## src/rtl/ram_arb_pkg.sv

```systemverilog
// ram_arb_pkg: shared FSM state encodings and default data width for the RAM arbiter.
package ram_arb_pkg;
    localparam int WORD_WIDTH = 16;
    typedef enum logic [3:0] {
        IDLE = 4'd0,
        ADDR = 4'd1,
        WAIT = 4'd2,
        DATA = 4'd3,
        DONE = 4'd4
    } state_e;
endpackage

```

## src/rtl/ram_arb_rr_pick2.sv

```systemverilog
// rr_pick2: two-way round-robin pick; on contention the requester not granted last wins.
module rr_pick2 (
    input  logic req0,
    input  logic req1,
    input  logic last,
    output logic sel,
    output logic valid
);
    assign valid = req0 | req1;
    assign sel   = (req0 & req1) ? ~last : req1;
endmodule

```

## src/rtl/ram_arb.sv

```systemverilog
// ram_arb: arbitrates a control unit and an I/O DMA onto one RAM port with
// a fixed ADDR/WAIT/DATA/DONE access sequence and round-robin priority.
module ram_arb
    import ram_arb_pkg::*;
#(
    parameter int word_width  = WORD_WIDTH,
    parameter int wait_states = 1
) (
    input  logic                  clk,
    input  logic                  rst,
    input  logic                  req0,
    input  logic                  req1,
    input  logic                  we0,
    input  logic                  we1,
    input  logic [word_width-1:0] addr0,
    input  logic [word_width-1:0] addr1,
    input  logic [word_width-1:0] wdata0,
    input  logic [word_width-1:0] wdata1,
    input  logic [word_width-1:0] ram_rdata,
    output logic                  gnt0,
    output logic                  gnt1,
    output logic                  ack0,
    output logic                  ack1,
    output logic [word_width-1:0] rdata,
    output logic [word_width-1:0] ram_addr,
    output logic [word_width-1:0] ram_wdata,
    output logic                  ram_oe,
    output logic                  ram_we,
    output logic [3:0]            disp_state
);
    // WAIT counts down to zero, so it is loaded with one less than its length
    localparam logic [3:0] CNT_INIT = 4'((wait_states > 0) ? wait_states - 1 : 0);

    state_e                state_q, state_d;
    logic                  own_q, last_q, we_q;
    logic [word_width-1:0] addr_q, wdata_q, rdata_q;
    logic [3:0]            cnt_q;
    logic                  pick_sel, pick_v, busy;

    rr_pick2 u_pick (
        .req0  (req0),
        .req1  (req1),
        .last  (last_q),
        .sel   (pick_sel),
        .valid (pick_v)
    );

    always_ff @(posedge clk or negedge rst)
        if (!rst) state_q <= IDLE;
        else      state_q <= state_d;

    always_comb begin
        state_d = IDLE;
        case (state_q)
            IDLE:    state_d = pick_v ? ADDR : IDLE;
            ADDR:    state_d = (wait_states > 0) ? WAIT : DATA;
            WAIT:    state_d = (cnt_q == 4'd0) ? DATA : WAIT;
            DATA:    state_d = DONE;
            default: state_d = IDLE;
        endcase
    end

    always_comb begin
        busy       = state_q inside {ADDR, WAIT, DATA, DONE};
        gnt0       = busy && !own_q;
        gnt1       = busy && own_q;
        ack0       = (state_q == DONE) && !own_q;
        ack1       = (state_q == DONE) && own_q;
        ram_oe     = (state_q == DATA) && !we_q;
        ram_we     = (state_q == DATA) && we_q;
        ram_addr   = addr_q;
        ram_wdata  = wdata_q;
        rdata      = rdata_q;
        disp_state = state_q;
    end

    // last_q = 1 after reset so that requester 0 wins the first contention
    always_ff @(posedge clk or negedge rst)
        if (!rst) begin
            own_q   <= 1'b0;
            last_q  <= 1'b1;
            we_q    <= 1'b0;
            addr_q  <= '0;
            wdata_q <= '0;
            rdata_q <= '0;
            cnt_q   <= 4'd0;
        end else begin
            if (state_q == IDLE && pick_v) begin
                own_q   <= pick_sel;
                we_q    <= pick_sel ? we1 : we0;
                addr_q  <= pick_sel ? addr1 : addr0;
                wdata_q <= pick_sel ? wdata1 : wdata0;
            end
            if (state_q == ADDR)
                cnt_q <= CNT_INIT;
            else if (state_q == WAIT && cnt_q != 4'd0)
                cnt_q <= cnt_q - 4'd1;
            if (state_q == DATA && !we_q)
                rdata_q <= ram_rdata;
            if (state_q == DONE)
                last_q <= own_q;
        end
endmodule

```

## config.mk

```make
export PLATFORM = sky130hd
export DESIGN_NAME = ram_arb
export DESIGN_NICKNAME = d
export VERILOG_FILES = /design/src/rtl/ram_arb_pkg.sv /design/src/rtl/ram_arb_rr_pick2.sv /design/src/rtl/ram_arb.sv
export SDC_FILE = /design/constraint.sdc
export NUM_CORES = 1
export LEC_CHECK = 0
export BUFFER_PORTS_ARGS = -buffer_cell sky130_fd_sc_hd__buf_2
export CAP_MARGIN = 10
export CORE_MARGIN = 2
export CORE_UTILIZATION = 47
export CTS_CLUSTER_DIAMETER = 40
export CTS_CLUSTER_SIZE = 24
export DETAILED_ROUTE_END_ITERATION = 7
export PLACE_DENSITY = 0.89
export SYNTH_ARGS = -nofsm -noshare
export SYNTH_HDL_FRONTEND = slang
export SYNTH_SLANG_ARGS = --single-unit
```

## constraint.sdc

```tcl
create_clock -name clk -period 2.3 [get_ports clk]
set_clock_uncertainty 0.2 [all_clocks]
set_input_delay 0.23 -clock clk [delete_from_list [all_inputs] [get_ports clk]]
set_output_delay 0.23 -clock clk [all_outputs]
set_load 0.01 [all_outputs]
```

==> metrics, run 1 <==
Mapped Area=3190 µm²; overall power=5370 µW; prevailing post-synth register cell=dfrtp_1; syn_area_per_cell=13.2 µm²; FF+latch count, synth=58; Max FO, Critical Path=17; Hold WC Path Type=input port to flip-flop; CTS tree=yes; YS warnings=0; crit end category=output pin; vias in the first global route=2542; setup slack, reg-to-reg=0.37 ns; power density cells=1230 nW/µm²; Post-synth EDFFs=0; RD Place Congestion=0.826; H-tree levels=3; IO Pins=144; antenna violations before repair=0; reg2reg start=disp_state[2]; post-synthesis sequential area ratio=45.5%; GRT Overall Usage=19.9%; async set-reset flop share out of synthesis=100%; P&R area growth vs syn=36.8%; reg-to-reg endpoint=rdata[3]; Setup CP Type=flip-flop to output pin; post-route ant nets=0; Psw=1940 µW; Critical Path RT=1.87 ns; final net count=495; clock sink total=58; status=finished, final reports clean; CP Cell Sequence=nor2b_2 -> and3b_1 -> buf_4 -> buf_2; final setup margin=0.108 ns; Final TNS setup=0 ns; core area=6680 µm²; DRT iter0 DRCs=61; fraction of layout cells with a size suffix above 1=50.5%; Worst Path Arrival=1.76 ns; Max Freq=0.456 GHz; vias=2533; Worst R2R Path Depth=4; full die area=7470 µm²; Mapped Cells=242; most common cell after layout, fill and taps aside=buf_2; via/cell ratio=5.15; combinational cell fraction of total power=48.6%; sequential power share=34.6%; Max-cap violations=0; slowest stage delay, CP=0.54 ns; # rows=30; CTS Buf Count=9; clock buffer depth=2; worst setup path start=disp_state[2]; gr ovfl total=0; Post-CTS Resized=0; hpwl dp=5010 µm; worst-skew pair later-pin latency=0.32 ns; fin util=65.3%; Fin. Hold Viols=0; Inserted Diodes=0; largest net degree at the start of global routing=59; sw frac=36.0%; VDD IR max=0.486 mV; final WL=7340 µm; Tcrit/Tclk final=95.3%; Pre-Repair DR Iteration Count=4; Setup crit start kind=flip-flop; commonest non-fill, non-tap cells in the layout=142 x buf_2, 57 x dfrtp_1, 35 x nand2b_1; Distinct cells, synth=40; chip height=86.4 µm; die width=86.4 µm; first-pass GRT wire length=11700 µm; Tmin final=2.19 ns; RSZ-0062 raised after global routing=no; root buffer cell=clkbuf_8; Worst slew margin=65.7%; fin. max-slew vios=0; DRC=0; fill cell count=520; Cell Int Power=3440 µW; pin slew with the least headroom to its limit=0.514 ns; Setup violations, final=0; leak pwr=0.00215 µW; pre-CTS WS=0.387 ns; WL/cell=14.9 µm; CP max stage cell=dfrtp_1; crit path to=ram_oe; postcts setup bufs=0; clock transition at the registers of the reported paths=0.06 ns; I/O Buffers=142; syn nets=330; Clk network pwr share=16.8%; Initial Util=47.8%
-- repair_timing --
item,4_1_cts,5_1_grt
endpoints found under the hold margin,82,0
hold buffers,25,0
setup endpoints to repair,0,0
-- area by class of cell --
class / count / area, µm² / share of cell area (%)
inverter: 3 / 11.3 / 0.258
clock inverter: 3 / 40.0 / 0.917
tap: 80 / 100 / 2.29
clock buffer: 13 / 149 / 3.41
sequential: 58 / 1450 / 33.3
timing repair buffer: 175 / 1060 / 24.2
multi-input combinational: 160 / 1550 / 35.6
-- synth_stat cells, types with 2 or more instances --
cell	instances	share of area [%]
dfrtp_1	57	45
clkbuf_1	5	0.59
ha_1	2	0.78
nand2b_1	35	6.9
inv_1	3	0.35
nor3b_1	3	0.71
buf_4	5	1.2
buf_12	3	1.9
buf_2	5	0.78
mux2i_1	34	11
nor3_1	4	0.63
a21oi_1	3	0.47
a2bb2oi_2	30	14
nor2_1	4	0.47
a2bb2oi_1	3	0.82
mux2_1	7	2.5
and3_1	2	0.39
a22o_1	5	1.4
mux2_4	9	4.2
buf_6	3	1.1
-- per-layer routing --
layer	vias to the layer above	GRT usage (%)	routed length, µm
met2	119	35.5	3780
met4	0	7.39	87
li1	1204	-	-
met3	12	4.38	548
met1	1198	23.4	2930
met5	-	0	0
-- critical path, delay by kind of cell, from the launching register on --
family | cells | cell delay [ns]
buffers and inverters | 2 | 0.47
DFF | 1 | 0.54
and+or+nand+nor | 2 | 0.42
-- kinds of logic (layout without fill, tap and decap cells) --
| group | count (synthesis) | after routing | synth area share [%] |
|---|---|---|---|
| AND/OR/NAND/NOR | 59 | 59 | 11.8 |
| adder cells (fa/ha/maj) | 2 | 2 | 0.784 |
| AO/OA/AOI/OAI | 48 | 48 | 18.5 |
| buffers and inverters | 24 | 194 | 5.84 |
| other | 1 | 1 | 0.117 |
| multiplexers | 50 | 50 | 17.4 |
| flip-flops | 58 | 58 | 45.5 |
-- worst min path at each step --
stage,start,endpoint,slack [ns],cells past startpoint
floorplan,rst,cnt_q[0],-0.27,0
global placement,rst,rdata[5],0.05,2
detailed placement,rst,rdata[0],0.06,2
CTS,wdata1[8],ram_wdata[8],0.0006,3
global route,addr1[15],ram_addr[15],0.01,3
finish,wdata1[8],ram_wdata[8],0.01,3
-- sequential cells by signal, indices dropped and copies added (netlist names) --
name,cells
ram_wdata,16
ram_addr,16
own_q,1
last_q,1
rdata,16
cnt_q,4
we_q,1
disp_state,3
-- power groups by stage --
stage	registers [µW]	logic, µW	clock network, µW
3_5_place_dp	1870	2600	0
2_1_floorplan	2010	1720	0
5_1_grt	1930	2820	974
6_report	1860	2610	904
4_1_cts	1850	2630	928
3_3_place_gp	1840	2510	0
-- per-stage QoR --
step | instance area [µm²] | std cells | hold WS, ns
after floorplan | 3190 | 242 | -0.266
after global placement | 3930 | 451 | 0.0518
after detailed placement | 3930 | 451 | 0.0569
after CTS | 4370 | 492 | 0.000559
after global routing | 4370 | 492 | 0.0102
final | 4370 | 492 | 0.0130
Power figures use the tool's default switching activity.
==> inputs of run 2 (changes only) <==
- PLACE_DENSITY: 0.89 -> 0.88
- SLEW_MARGIN: default -> 20
==> run 2 against run 1 <==
Against the previous run:
- via count down 0.99%
- hold slack got worse by 0.0033 ns
- first-iteration DRC count increased by 9.8%
- maximum frequency grew 1.6%
- clock-buffer cell count unchanged
- global-route usage up 0.073 points
- worst setup slack better by 0.034 ns
- critical path type unchanged
==> metrics, run 2 (synthesis gave the netlist of run 1 again) <==
# rows=30 (unchanged); register area=1450 µm² (unchanged); Inserted Diodes=0 (unchanged); crit end category=output pin; Worst R2R Path Depth=4 (unchanged); RSZ-0062 raised after global routing=no; final WL=7310 µm (-0.52%); sw frac=36.5% (+0.48 points); CP Depth=4 (unchanged); RD Place Congestion=0.850 (+2.9%); final instance area=4280 µm² (-1.9%); I/O Buffers=142 (unchanged); CTS Buf Count=9 (unchanged); power density cells=1230 nW/µm² (-0.19%); VDD IR max=0.538 mV (+11%); Initial Util=47.8% (unchanged); Final TNS setup=0 ns (unchanged); Cell Int Power=3340 µW (-2.8%); GR Layer Usage met3=6.29% (+1.9 points); worst-skew pair later-pin latency=0.32 ns (about the same); largest net degree at the start of global routing=36 (-39%); core area=6680 µm² (unchanged); CP Cell Sequence=nor2b_2 -> and3b_1 -> buf_4 -> buf_2; Setup crit start kind=flip-flop; postcts setup bufs=0 (unchanged); clock sink total=58 (unchanged); die width=86.4 µm (unchanged); clock transition at the registers of the reported paths=0.06 ns (about the same); Psw=1920 µW (-0.74%); combinational cell fraction of total power=49.7% (+1.1 points); WL/cell=15.1 µm (+0.92%); reg-to-reg endpoint=rdata[6]; Clk network pwr share=14.9% (-1.9 points); slowest stage delay, CP=0.52 ns (-0.02 ns); fin util=64.1% (-1.2 points); final net count=491 (-0.81%); crit path to=ram_oe; antenna violations before repair=0 (unchanged); most common cell after layout, fill and taps aside=buf_2; leak pwr=0.00212 µW (-1.7%); hpwl dp=5190 µm (+3.7%); Max-cap violations=0 (unchanged); P&R area growth vs syn=34.2%; chip height=86.4 µm (unchanged); Worst Path Arrival=1.73 ns (-0.03 ns); Setup violations, final=0 (unchanged); setup slack, reg-to-reg=0.40 ns (+0.03 ns); fraction of layout cells with a size suffix above 1=51.1% (+0.63 points); clock buffer depth=2 (unchanged); pin slew with the least headroom to its limit=0.606 ns (+0.0920 ns); met2 Usage GRT=33.3% (-2.2 points); met1 usage=24.4% (+1.0 points); IO Pins=144 (unchanged); commonest non-fill, non-tap cells in the layout=142 x buf_2, 57 x dfrtp_1, 35 x nand2b_1; Tcrit/Tclk final=93.8% (-1.5 points); CTS tree=yes; fin. max-slew vios=0 (unchanged); CP max stage cell=dfrtp_1; post-route ant nets=0 (unchanged); DRC=0 (unchanged); Worst slew margin=59.6% (-6.1 points); status=finished, final reports clean; Pre-Repair DR Iteration Count=4 (unchanged); DRT iter0 DRCs=67 (+9.8%); first-pass GRT wire length=11700 µm (+0.30%); reg2reg start=disp_state[2]; Critical Path RT=1.87 ns (about the same); full die area=7470 µm² (unchanged); fill cell count=537 (+3.3%); gr ovfl total=0 (unchanged); Max Freq=0.463 GHz (+1.6%); via/cell ratio=5.17 (+0.44%); Hold WC Path Type=input port to flip-flop; Placed Instance Area=3920 µm² (-0.13%); worst setup path start=disp_state[2]; Buf/Inv on CP=2 (unchanged); Fin. Hold Viols=0 (unchanged); global routing's busiest layer=met2; H-tree levels=3 (unchanged); root buffer cell=clkbuf_8; Tmin final=2.16 ns (-0.0341 ns); GRT Overall Usage=20.0% (+0.073 points); critical path's top delay family=flip-flops; Max FO, Critical Path=17 (unchanged); sequential power share=35.4% (+0.8 points); Setup CP Type=flip-flop to output pin; vias=2508 (-0.99%); vias in the first global route=2537 (-0.20%); Multi-input gate area=1550 µm² (unchanged)
run 2: final cells by class:
type / instances / area share (%)
Clock buffer: 13 / 3.71
Inverter: 3 / 0.263
Multi-Input combinational cell: 160 / 36.3
Sequential cell: 58 / 33.9
Tap cell: 80 / 2.34
Timing Repair Buffer: 171 / 23.5
run 2: how the worst min path moves through the flow:
stage | from | to | slack, ns | cells past startpoint
finish | wdata1[11] | ram_wdata[11] | 0.01 | 3
floorplan | rst | cnt_q[0] | -0.27 | 0
CTS | addr1[2] | ram_addr[2] | 0.002 | 3
detailed placement | rst | rdata[1] | 0.07 | 1
global route | addr1[0] | ram_addr[0] | 0.0008 | 3
global placement | rst | rdata[1] | 0.06 | 1
run 2: layer usage:
metal  share of wire [%]  vias up
met1                  42     1203
li1                    -     1186
met5                   0        -
met4                0.68        0
met3                 7.1        6
met2                  50      113
run 2: per-stage QoR:
step                      worst slack, ns  instances  hold slack (ns)  power, µW
after floorplan                     0.544        242           -0.266       3730
after global placement              0.492        452           0.0569       4360
after detailed placement            0.422        452           0.0712       4470
after CTS                          0.0992        485          0.00228       5290
after global routing              0.00912        485         0.000778       5600
final                               0.142        485          0.00977       5260
run 2: timing repair:
item | in CTS | in global routing
setup endpoints to repair | 0 | 2
hold buffers | 20 | 0
endpoints found under the hold margin | 43 | 0
gates resized for setup | 0 | 1
run 2: tightest hold or removal path, stage by stage:
cell	delay, ns
buf_2	0.07
mux2i_1	0.06
a2bb2oi_2	0.13
run 2: power by group through the flow:
stage	Combinational [µW]	Sequential, µW	Clock [µW]
finish	2610	1860	785
floorplan	1720	2010	0
detailed placement	2600	1870	0
global route	2810	1920	872
global placement	2510	1850	0
CTS	2630	1860	813
==> inputs of run 3 (changes only) <==
- CELL_PAD_IN_SITES_DETAIL_PLACEMENT: default -> 1
- CELL_PAD_IN_SITES_GLOBAL_PLACEMENT: default -> 1
- CORE_UTILIZATION: 47 -> 36
==> run 3 against run 2 <==
Against the previous run:
- design area is 4.0% higher
- sequential cell count stayed put
- hold slack worse by 0.0072 ns
- largest power group unchanged
==> metrics, run 3 (synthesis gave the netlist of run 1 again) <==
status=finished, final reports clean; Placed Instance Area=3950 µm² (+0.77%); core area=8680 µm² (+30%); first-pass GRT wire length=13800 µm (+17%); Setup crit start kind=flip-flop; Fin. Hold Viols=0 (unchanged); # rows=34 (+13%); final net count=496 (+1.0%); gr ovfl total=0 (unchanged); IO Pins=144 (unchanged); slowest stage delay, CP=0.53 ns (about the same); hpwl dp=6040 µm (+16%); Hold WC Path Type=input port to flip-flop; DRT iter0 DRCs=25 (-63%); WHS=0.00259 ns (-0.00718 ns); clock sink total=58 (unchanged); fin. max-slew vios=0 (unchanged); CTS Buf Count=9 (unchanged); clock buffer depth=2 (unchanged); Max FO, Critical Path=18 (+1); RSZ-0062 raised after global routing=no; full die area=9640 µm² (+29%); fraction of layout cells with a size suffix above 1=52.1% (+0.95 points); I/O Buffers=142 (unchanged); final WL=8630 µm (+18%); final instance area=4450 µm² (+4.0%); die width=98.2 µm (+14%); root buffer cell=clkbuf_8; via/cell ratio=4.86 (-6.1%); vias=2535 (+1.1%); DRC=0 (unchanged); Final TNS setup=0 ns (unchanged); chip height=98.2 µm (+14%); CTS tree=yes; overall power=5720 µW (+8.8%); crit end category=output pin; Tmin final=2.17 ns (+0.00752 ns); CP max stage cell=dfrtp_2; worst-skew pair later-pin latency=0.33 ns (about the same); Max Freq=0.462 GHz (-0.35%); Pre-Repair DR Iteration Count=4 (unchanged); Worst Path Arrival=1.74 ns (about the same); post-route ant nets=0 (unchanged); power density cells=1290 nW/µm² (+4.6%); P&R area growth vs syn=39.6%; antenna violations before repair=2 (+2); vias in the first global route=2735 (+7.8%); GRT Overall Usage=18.1% (-1.9 points); VDD IR max=0.449 mV (-17%); commonest non-fill, non-tap cells in the layout=142 x buf_2, 54 x dfrtp_1, 35 x nand2b_1; CP Cell Sequence=nor3_4 -> buf_4 -> nor3b_1 -> buf_2; Tcrit/Tclk final=94.1% (+0.33 points); WL/cell=16.5 µm (+9.7%); postcts setup bufs=0 (unchanged); Setup violations, final=0 (unchanged); RD Place Congestion=0.764 (-10%); clock transition at the registers of the reported paths=0.07 ns (about the same); Initial Util=36.8% (-11 points); H-tree levels=3 (unchanged); most common cell after layout, fill and taps aside=buf_2; largest net degree at the start of global routing=32 (-11%); leak pwr=0.00217 µW (+2.6%); Critical Path RT=1.87 ns (about the same); Max-cap violations=0 (unchanged); Setup CP Type=flip-flop to output pin
run 3: changes by cell type in the layout (fill, tap and decap cells not counted), moves of 2 or more:
cell	change
buf_4	+2
dfrtp_2	+3
dfrtp_1	-3
dlygate4sd3_1	+4
bufinv_16	+3
run 3: layout make-up:
cell class / count / area, µm²
multi-input combinational: 160 / 1550
tap: 108 / 135
antenna: 1 / 2.50
clock buffer: 12 / 155
timing repair buffer: 176 / 1040
sequential: 58 / 1460
clock inverter: 4 / 97.6
inverter: 3 / 11.3
fill: 952 / 4220
run 3: per-stage QoR:
step / utilization (%) / cells / setup WS, ns
2_1_floorplan: - / 242 / 0.544
3_3_place_gp: 45.5 / 481 / 0.381
3_5_place_dp: 45.5 / 481 / 0.281
4_1_cts: 51.1 / 520 / 0.0144
5_1_grt: 51.3 / 522 / 0.0115
6_report: 51.3 / 522 / 0.135
run 3: worst paths after layout:
check,from,end,slack (ns),depth (start not counted)
setup reg to reg,cnt_q[0],cnt_q[1],0.34,5
max in group asynchronous,rst,last_q,1.08,3
min in group asynchronous,rst,rdata[3],0.15,2
setup / recovery,disp_state[0],gnt1,0.13,4
hold reg to reg,rdata[0],rdata[0],0.29,1
hold / removal,wdata1[12],ram_wdata[12],0.003,3
run 3: report_power, final:
group | switching, µW | leakage [µW] | internal (µW)
combinational | 1230 | 0.00138 | 1410
clock | 411 | 0.000123 | 780
sequential | 392 | 0.000667 | 1510
total | 2030 | 0.00217 | 3690
run 3: worst max-delay path, delay by kind of cell, from the launching register on:
kind / cells / cell delay [ns]
buffers and inverters: 2 / 0.48
AND/OR/NAND/NOR: 2 / 0.39
flip-flops: 1 / 0.53
run 3: metal layers:
| metal | part of all wire (%) | wire (µm) | vias up | track usage, % |
|---|---|---|---|---|
| li1 | - | - | 1201 | - |
| met5 | 0 | 0 | - | 0 |
| met2 | 49 | 4210 | 108 | 30.6 |
| met4 | 1.6 | 139 | 0 | 5.58 |
| met1 | 43 | 3730 | 1212 | 22.4 |
| met3 | 6.3 | 544 | 14 | 5.23 |
run 3: timing repair:
item                                    in CTS  in global routing
endpoints found under the setup margin       1                  2
hold buffers                                23                  1
resized for setup                            1                  3
hold endpoints to repair                    40                  1
